<file path="src/rtl/pc_sequencer.sv">
// ---------------------------------------------------------------------------
// pc_sequencer
//
// Program-counter register stage with run/halt control and a saturating
// retired-instruction counter. Each cycle in RUN the PC either steps by one,
// adds a signed branch offset, or holds (stall / halt). The PC drives
// instruction memory, so every output here is registered.
//
// Optional feature macro: PC_LINK_EN
//   When defined, adds call_i / ret_i inputs and a link_addr_o output so a
//   single-level subroutine call/return can be sequenced.
//
// Parameters:
//   D      PC and branch offset width; PC arithmetic is modulo 2^D
//   CNT_W  retired-instruction counter width
//
// Ports:
//   clk_i           system clock, rising-edge active
//   reset_n_i       synchronous active-low reset
//   start_i         begin execution at start_addr_i (IDLE or HALTED only)
//   start_addr_i    entry address loaded on start
//   target_i        signed two's-complement branch offset
//   branch_taken_i  current instruction branches by target_i
//   halt_i          current instruction is a halt
//   stall_i         freeze PC, state and counter this cycle
//   call_i          (PC_LINK_EN) call: link = pc+1, pc = pc + target_i
//   ret_i           (PC_LINK_EN) return: pc = link
//   pc_o            current program counter
//   running_o       high while in RUN
//   done_o          high while in HALTED
//   retired_o       instructions completed since the last start (saturating)
//   link_addr_o     (PC_LINK_EN) return address captured by the last call
// ---------------------------------------------------------------------------
module pc_sequencer #(
   parameter int D     = 12,
   parameter int CNT_W = 16
) (
   input  logic             clk_i,
   input  logic             reset_n_i,
   input  logic             start_i,
   input  logic [D-1:0]     start_addr_i,
   input  logic [D-1:0]     target_i,
   input  logic             branch_taken_i,
   input  logic             halt_i,
   input  logic             stall_i,
`ifdef PC_LINK_EN
   input  logic             call_i,
   input  logic             ret_i,
   output logic [D-1:0]     link_addr_o,
`endif
   output logic [D-1:0]     pc_o,
   output logic             running_o,
   output logic             done_o,
   output logic [CNT_W-1:0] retired_o
);

   typedef enum logic [1:0] {
      StIdle   = 2'b00,
      StRun    = 2'b01,
      StHalted = 2'b10
   } state_e;

   localparam logic [D-1:0]     PcOne  = 1;
   localparam logic [CNT_W-1:0] CntOne = 1;

   state_e           state_q,   state_d;
   logic [D-1:0]     pc_q,      pc_d;
   logic [CNT_W-1:0] retired_q, retired_d;
   logic             running_q, done_q;
   logic [CNT_W-1:0] retiredInc;
`ifdef PC_LINK_EN
   logic [D-1:0]     linkAddr_q, linkAddr_d;
`endif

   // Counter saturates at all-ones instead of wrapping back to zero.
   assign retiredInc = (retired_q == '1) ? retired_q : retired_q + CntOne;

   // Next-state logic. An unsigned D-bit add of the offset gives exactly the
   // signed sum truncated to D bits, so no sign extension is needed.
   always_comb begin
      state_d   = state_q;
      pc_d      = pc_q;
      retired_d = retired_q;
`ifdef PC_LINK_EN
      linkAddr_d = linkAddr_q;
`endif
      case (state_q)
         StIdle, StHalted: begin
            if (start_i) begin
               state_d   = StRun;
               pc_d      = start_addr_i;
               retired_d = '0;
            end
         end
         StRun: begin
            if (stall_i) begin
               state_d = StRun;
            end else if (halt_i) begin
               state_d   = StHalted;
               retired_d = retiredInc;
`ifdef PC_LINK_EN
            end else if (ret_i) begin
               pc_d      = linkAddr_q;
               retired_d = retiredInc;
            end else if (call_i) begin
               linkAddr_d = pc_q + PcOne;
               pc_d       = pc_q + target_i;
               retired_d  = retiredInc;
`endif
            end else if (branch_taken_i) begin
               pc_d      = pc_q + target_i;
               retired_d = retiredInc;
            end else begin
               pc_d      = pc_q + PcOne;
               retired_d = retiredInc;
            end
         end
         default: begin
            state_d = StIdle;
         end
      endcase
   end

   // State register; running/done are decoded from the next state so they
   // are registered alongside it rather than derived combinationally.
   always_ff @(posedge clk_i) begin
      if (!reset_n_i) begin
         state_q    <= StIdle;
         pc_q       <= '0;
         retired_q  <= '0;
         running_q  <= 1'b0;
         done_q     <= 1'b0;
`ifdef PC_LINK_EN
         linkAddr_q <= '0;
`endif
      end else begin
         state_q    <= state_d;
         pc_q       <= pc_d;
         retired_q  <= retired_d;
         running_q  <= (state_d == StRun);
         done_q     <= (state_d == StHalted);
`ifdef PC_LINK_EN
         linkAddr_q <= linkAddr_d;
`endif
      end
   end

   assign pc_o      = pc_q;
   assign running_o = running_q;
   assign done_o    = done_q;
   assign retired_o = retired_q;
`ifdef PC_LINK_EN
   assign link_addr_o = linkAddr_q;
`endif

endmodule

</file>
<file path="config.mk">
export PLATFORM = sky130hd
export DESIGN_NAME = pc_sequencer
export DESIGN_NICKNAME = d
export VERILOG_FILES = /design/src/rtl/pc_sequencer.sv
export SDC_FILE = /design/constraint.sdc
export NUM_CORES = 1
export LEC_CHECK = 0
export CORE_MARGIN = 2
export CORE_UTILIZATION = 51
export DETAILED_ROUTE_END_ITERATION = 8
export PLACE_DENSITY = 0.85
export SLEW_MARGIN = 5
export SYNTH_ARGS = -nofsm -noshare
export SYNTH_HDL_FRONTEND = slang
export SYNTH_SLANG_ARGS = --single-unit
</file>
<file path="constraint.sdc">
create_clock -name clk_i -period 4.3 [get_ports clk_i]
set_input_delay 1.075 -clock clk_i [delete_from_list [all_inputs] [get_ports clk_i]]
set_output_delay 1.075 -clock clk_i [all_outputs]
set_load 0.03 [all_outputs]
</file>
==> impl_metrics.toml <==
[run_status]
status = "finished, final reports clean"

[sta]
slew-limit-headroom_pct = 47.7
finalSetupViolCount = 0
rsz0062_at_grt = "false"
post-route-min-period_ns = 3.43
setup_slack_ns = 0.874
hold_violations = 0
fmax_ghz = 0.292
clock_skew_ns = 0.00420
whs_ns = 0.547
worst_pin_slew_ns = 0.774
drv_slew = 0
fin_crit_sh_pct = 79.7
setup-tns-final_ns = 0

[finish]
drive_above_1_share_pct = 4.14
fin_cells = 364
syn2layout_area_growth_pct = 35.5
layout.nets = 356
final_util_pct = 71.3
layout_commonest_cell = "clkdlybuf4s50_1"
final_cell_area_sq_um = 2810
n_antenna_cell = 0
final_cell_mix = "clkdlybuf4s50_1, nor2_1, dfxtp_1, nand2_1, o21ai_0"

[floorplan]
rows = 23
dieArea_sq_um = 4590
die_w_um = 67.8
ioPinCount = 60
start_util_pct = 52.6
coreArea_sq_um = 3940
die_y_um = 67.8

[grt]
grt-ovfl-total = 0
grt_first_pass_wirelength_um = 8520
grt_pass1_vias = 1930
grt_max_degree = 17
grt_usage_pct = 24.4
antenna_found_initial = 0

[clocking]
clk_latency_ns = 0.29
root_buffer = "clkbuf_8"
cts.sinks = 32
cts.hold.buffers_added = 0
clkTransAtPathRegs_ns = 0.07
clockBufferDepth = 2
htree_levels = 2
cts_setup_buffers = 0
cts_tree = "yes"
post_cts_resized = 0
cts_buffers = 5

[detailed_routing]
drc = 0
wl_per_cell_um = 14.2
firstDrtPassIters = 4
ant_nets = 0
vias = 2094
viasPerCell = 5.75
routed_wirelength_um = 5180
drt-initial-drc-count = 173

[power]
p_leak_nw = 1.05
switching_share_pct = 29.9
combPwrFrac_pct = 26.3
seqPwrFrac_pct = 39.0
power_uw = 831
powerDensity_nw_per_um2 = 296
p_clk_share_pct = 34.7
p_sw_uw = 248
p_int_uw = 583
peakVddDrop_mv = 0.200

[logic_synthesis]
yosys_warnings = 0
synthArstFlopShare_pct = 0
synth_area_per_cell_sq_um = 8.20
syn_nets = 296
synth_edf_count = 0
yosysSeqAreaShare_pct = 30.9
ys_seq_elements = 32
synth_area_sq_um = 2070
synthCells = 253
synth_ff_type = "dfxtp_1"
synth_cell_types = 51

[setup_path]
end_kind = "flop"
worstSetupStartpointType = "input port"
critPathKind = "in2reg"
crit_arrival_ns = 3.60
worst-endpoint-required_ns = 4.48
critPathMaxFanout = 12

[placed_design]
dpl.hpwl_um = 3800
port_buffers = 59
gp_congestion = 0.889
placed_cell_area_sq_um = 2700
dpl.cell_count = 356
post-place-ws_ns = 0.660

[run]
maxCapViolCount = 0

[hold_path]
min_path_type = "reg2reg"
## state kept, by name (all words and copies together), names as in the netlist
register and flops:
retired_o 16, pc_o 12, running_o 1, done_o 1, state_q 2
## synth_stat cells, types with 2 or more instances
library cell   n  area [sq um]
nor2b_1        3          18.8
nor2_1        36           135
a21o_1         4          30.0
nand2b_1       2          12.5
or3_1          2          12.5
a32o_1         4          40.0
inv_1         11          41.3
o21ai_0       14          70.1
nor3b_1        2          15.0
nand2_1       16          60.1
a31oi_1        3          18.8
o21a_1         6          45.0
and2_1        10          62.6
xnor2_1        6          52.6
nand3b_1       2          15.0
nand4_1        3          18.8
a311oi_1       2          17.5
a21oi_1       11          55.1
nand3_1        7          35.0
or2_2          2          12.5
dfxtp_1       32           641
xor2_1        11          96.3
and3_1         3          18.8
o211ai_1       8          60.1
clkbuf_1       4          15.0
a211oi_1       6          45.0
nor3_1         7          35.0
ha_1          12           150
o221ai_1       2          17.5
## path summary, 6_finish.rpt
kind,start,end,slack (ns),cells after the start
worst min-delay path,pc_o[0],pc_o[0],0.55,2
worst max-delay path,branch_taken_i,pc_o[11],0.87,8
worst min register to register,pc_o[0],pc_o[0],0.55,2
worst max register to register,state_q[0],pc_o[10],2.15,5
## final cells by class
type / count / area, sq um
timing repair buffer: 59 / 591
multi-input combinational: 204 / 1370
clock buffer: 6 / 72.6
tap: 50 / 62.6
fill: 326 / 1130
clock inverter: 2 / 35.0
inverter: 11 / 41.3
sequential: 32 / 641
## power by group through the flow
| stage | combinational [mW] | sequential, mW | clock, mW |
|---|---|---|---|
| 2_1_floorplan | 0.111 | 0.355 | 0 |
| 3_3_place_gp | 0.213 | 0.331 | 0 |
| 3_5_place_dp | 0.215 | 0.331 | 0 |
| 4_1_cts | 0.218 | 0.324 | 0.294 |
| 5_1_grt | 0.240 | 0.326 | 0.304 |
| 6_report | 0.219 | 0.324 | 0.288 |
## layer usage
metal / track usage (%) / share of wire (%) / up-vias
met3: 5.17 / 7.2 / 7
met1: 29.4 / 43 / 963
met4: 7.75 / 1.5 / 0
li1: - / - / 1053
met2: 43.0 / 48 / 71
met5: 0 / 0 / -
## kinds of logic after synthesis
logic type / count (synthesis) / share of synthesized area (%)
simple gates: 101 / 24.7
buf+inv: 17 / 3.14
xor+xnor: 17 / 7.18
fa+ha+maj: 13 / 8.20
flops: 32 / 30.9
compound gates: 72 / 25.5
mux: 1 / 0.483
## worst max-delay path: stages
cell and delay [ns]:
clkdlybuf4s50_1 0.63, and2_1 0.25, ha_1 0.32, o21ai_0 0.12
o21ai_0 0.37, a31oi_1 0.20, or3_1 0.37, a32o_1 0.26
Power figures use the tool's default switching activity.
==> RTL edit: new RTL, config.mk and constraints unchanged <==
Put one more register stage on the output `retired_o`, without a reset. The value now appears one clock later. The other outputs are not delayed to match.
--- a/src/rtl/pc_sequencer.sv
+++ b/src/rtl/pc_sequencer.sv
@@ -148,7 +148,9 @@
    assign pc_o      = pc_q;
    assign running_o = running_q;
    assign done_o    = done_q;
-   assign retired_o = retired_q;
+   always_ff @(posedge clk_i) begin
+      retired_o <= retired_q;
+   end
 `ifdef PC_LINK_EN
    assign link_addr_o = linkAddr_q;
 `endif
Function: changed (Yosys sat finds a counterexample within 4 cycles, from zero or initial values and one cycle with reset_n_i low).
==> RTL edit against the unedited design <==
  * Power up 31%
  * Critical path depth stayed put
  * Largest power group unchanged
  * Sequential cell count rose by 16
  * Clock skew grew 0.0039 ns
  * Routed wire length increased by 20%
  * Core utilization decreased by 1.3 points
  * Worst setup slack better by 0.16 ns
  * Area after synthesis up 23%
  * Design area is 18% higher
  * Fmax grew 4.8%
==> RTL edit: results (changes against the unedited design) <==
Synth
  • Commonest cells post-synth: dfxtp_1 (48), nor2_1 (32), nand2_1 (21), nand3_1 (16), a21oi_1 (13)
  • Mapped Nets: 324 (+9.5%)
  • Post-synth top area share: 37.7% (+6.8 points)
  • Count of cell types in the netlist: 68 (+33%)
  • Sequential element share of the synthesized area: 37.7% (+6.8 points)
  • Dominant cells by area after synthesis: dfxtp_1 (38%), ha_1 (5.9%), nor2_1 (4.7%)

Power and ir drop
  • Clock power frac: 35.9% (+1.2 points)
  • Peak VDD IR: 0.197 mV (-1.8%)
  • Reg power frac: 43.8% (+4.8 points)
  • Pwr/cell area: 327 mW/mm^2 (+11%)
  • Psw: 295 uW (+19%)
  • Leakage: 0.00126 uW (+20%)

Place
  • Pre-CTS setup slack: 0.753 ns (+0.0927 ns)
  • DP Area: 0.00319 sq mm (+18%)
  • Placed Instances: 400 (+12%)

Setup path
  • Worst r2r src: retired_q[0]
  • Worst flop-to-flop path endpoint: retired_q[9]
  • FF-to-FF path depth: 6 (+1)
  • Slowest Stage Delay on Critical Path: 0.60 ns (-0.03 ns)
  • Worst path arrival time: 3.46 ns (-0.14 ns)
  • Largest delay share family, worst path: simple AND/OR/NAND/NOR gates

Routing
  • Drt initial violations: 132 (-24%)
  • Wirelength per Cell: 15.2 um (+6.6%)
  • 1st-pass router iterations: 4 (unchanged)
  • Via-to-Cell Ratio: 5.88 (+2.3%)

Run status
  • Status: completed

Global routing
  • First-pass GRT wire length: 10.2 mm (+20%)

Finish
  • Post-layout net count: 383 (+7.6%)
  • Fin cells: 408 (+12%)

Timing
  • Worst Hold Margin: 0.405 ns (-0.143 ns)
  • Max_slew headroom: 54.6% (+6.9 points)
  • Final worst slack: 1.03 ns (+0.158 ns)

Worst hold path
  • Hold Startpoint: retired_q[3]
  • Worst hold endpoint: retired_o[3]
RTL edit: cell count changes in the layout (fill, tap and decap cells not counted), moves of 3 or more:
cell | before | now
nor2_1 | 36 | 32
or3_1 | 2 | 6
nand2_1 | 16 | 21
xor2_1 | 11 | 3
o21a_1 | 6 | 3
nand3_1 | 7 | 16
dfxtp_1 | 32 | 48
inv_1 | 11 | 8
o21ai_0 | 14 | 6
and4_1 | 0 | 3
a32o_1 | 4 | 1
xnor2_1 | 6 | 9
RTL edit: kinds of logic after synthesis:
| family | synth area share [%] |
|---|---|
| and+or+nand+nor | 28.4 |
| AOI/OAI and AO/OA | 18.7 |
| DFF | 37.7 |
| buffers and inverters | 2.75 |
| adders and majority gates | 6.68 |
| xor gates and xnor gates | 4.13 |
| muxes | 1.67 |
RTL edit: how the worst max path moves through the flow:
stage / start / to / cells past startpoint
2_1_floorplan: branch_taken_i / pc_o[10] / 8
5_1_grt: branch_taken_i / pc_o[8] / 10
6_report: branch_taken_i / pc_o[10] / 8
3_3_place_gp: branch_taken_i / pc_o[7] / 8
3_5_place_dp: branch_taken_i / pc_o[7] / 8
4_1_cts: branch_taken_i / pc_o[7] / 8
RTL edit: cell type report:
| type | instances | area [sq um] |
|---|---|---|
| Inverter | 9 | 33.8 |
| Clock buffer | 5 | 68.8 |
| Sequential cell | 48 | 961 |
| Clock inverter | 3 | 68.8 |
| Fill cell | 382 | 1420 |
| Timing Repair Buffer | 60 | 598 |
| Multi-Input combinational cell | 216 | 1520 |
| Tap cell | 67 | 83.8 |
RTL edit: layer usage:
| layer | wire length, um | global-route usage [%] |
|---|---|---|
| met1 | 2530 | 27.1 |
| met2 | 3270 | 43.2 |
| met3 | 279 | 4.82 |
| met4 | 108 | 8.13 |
| met5 | 0 | 0 |
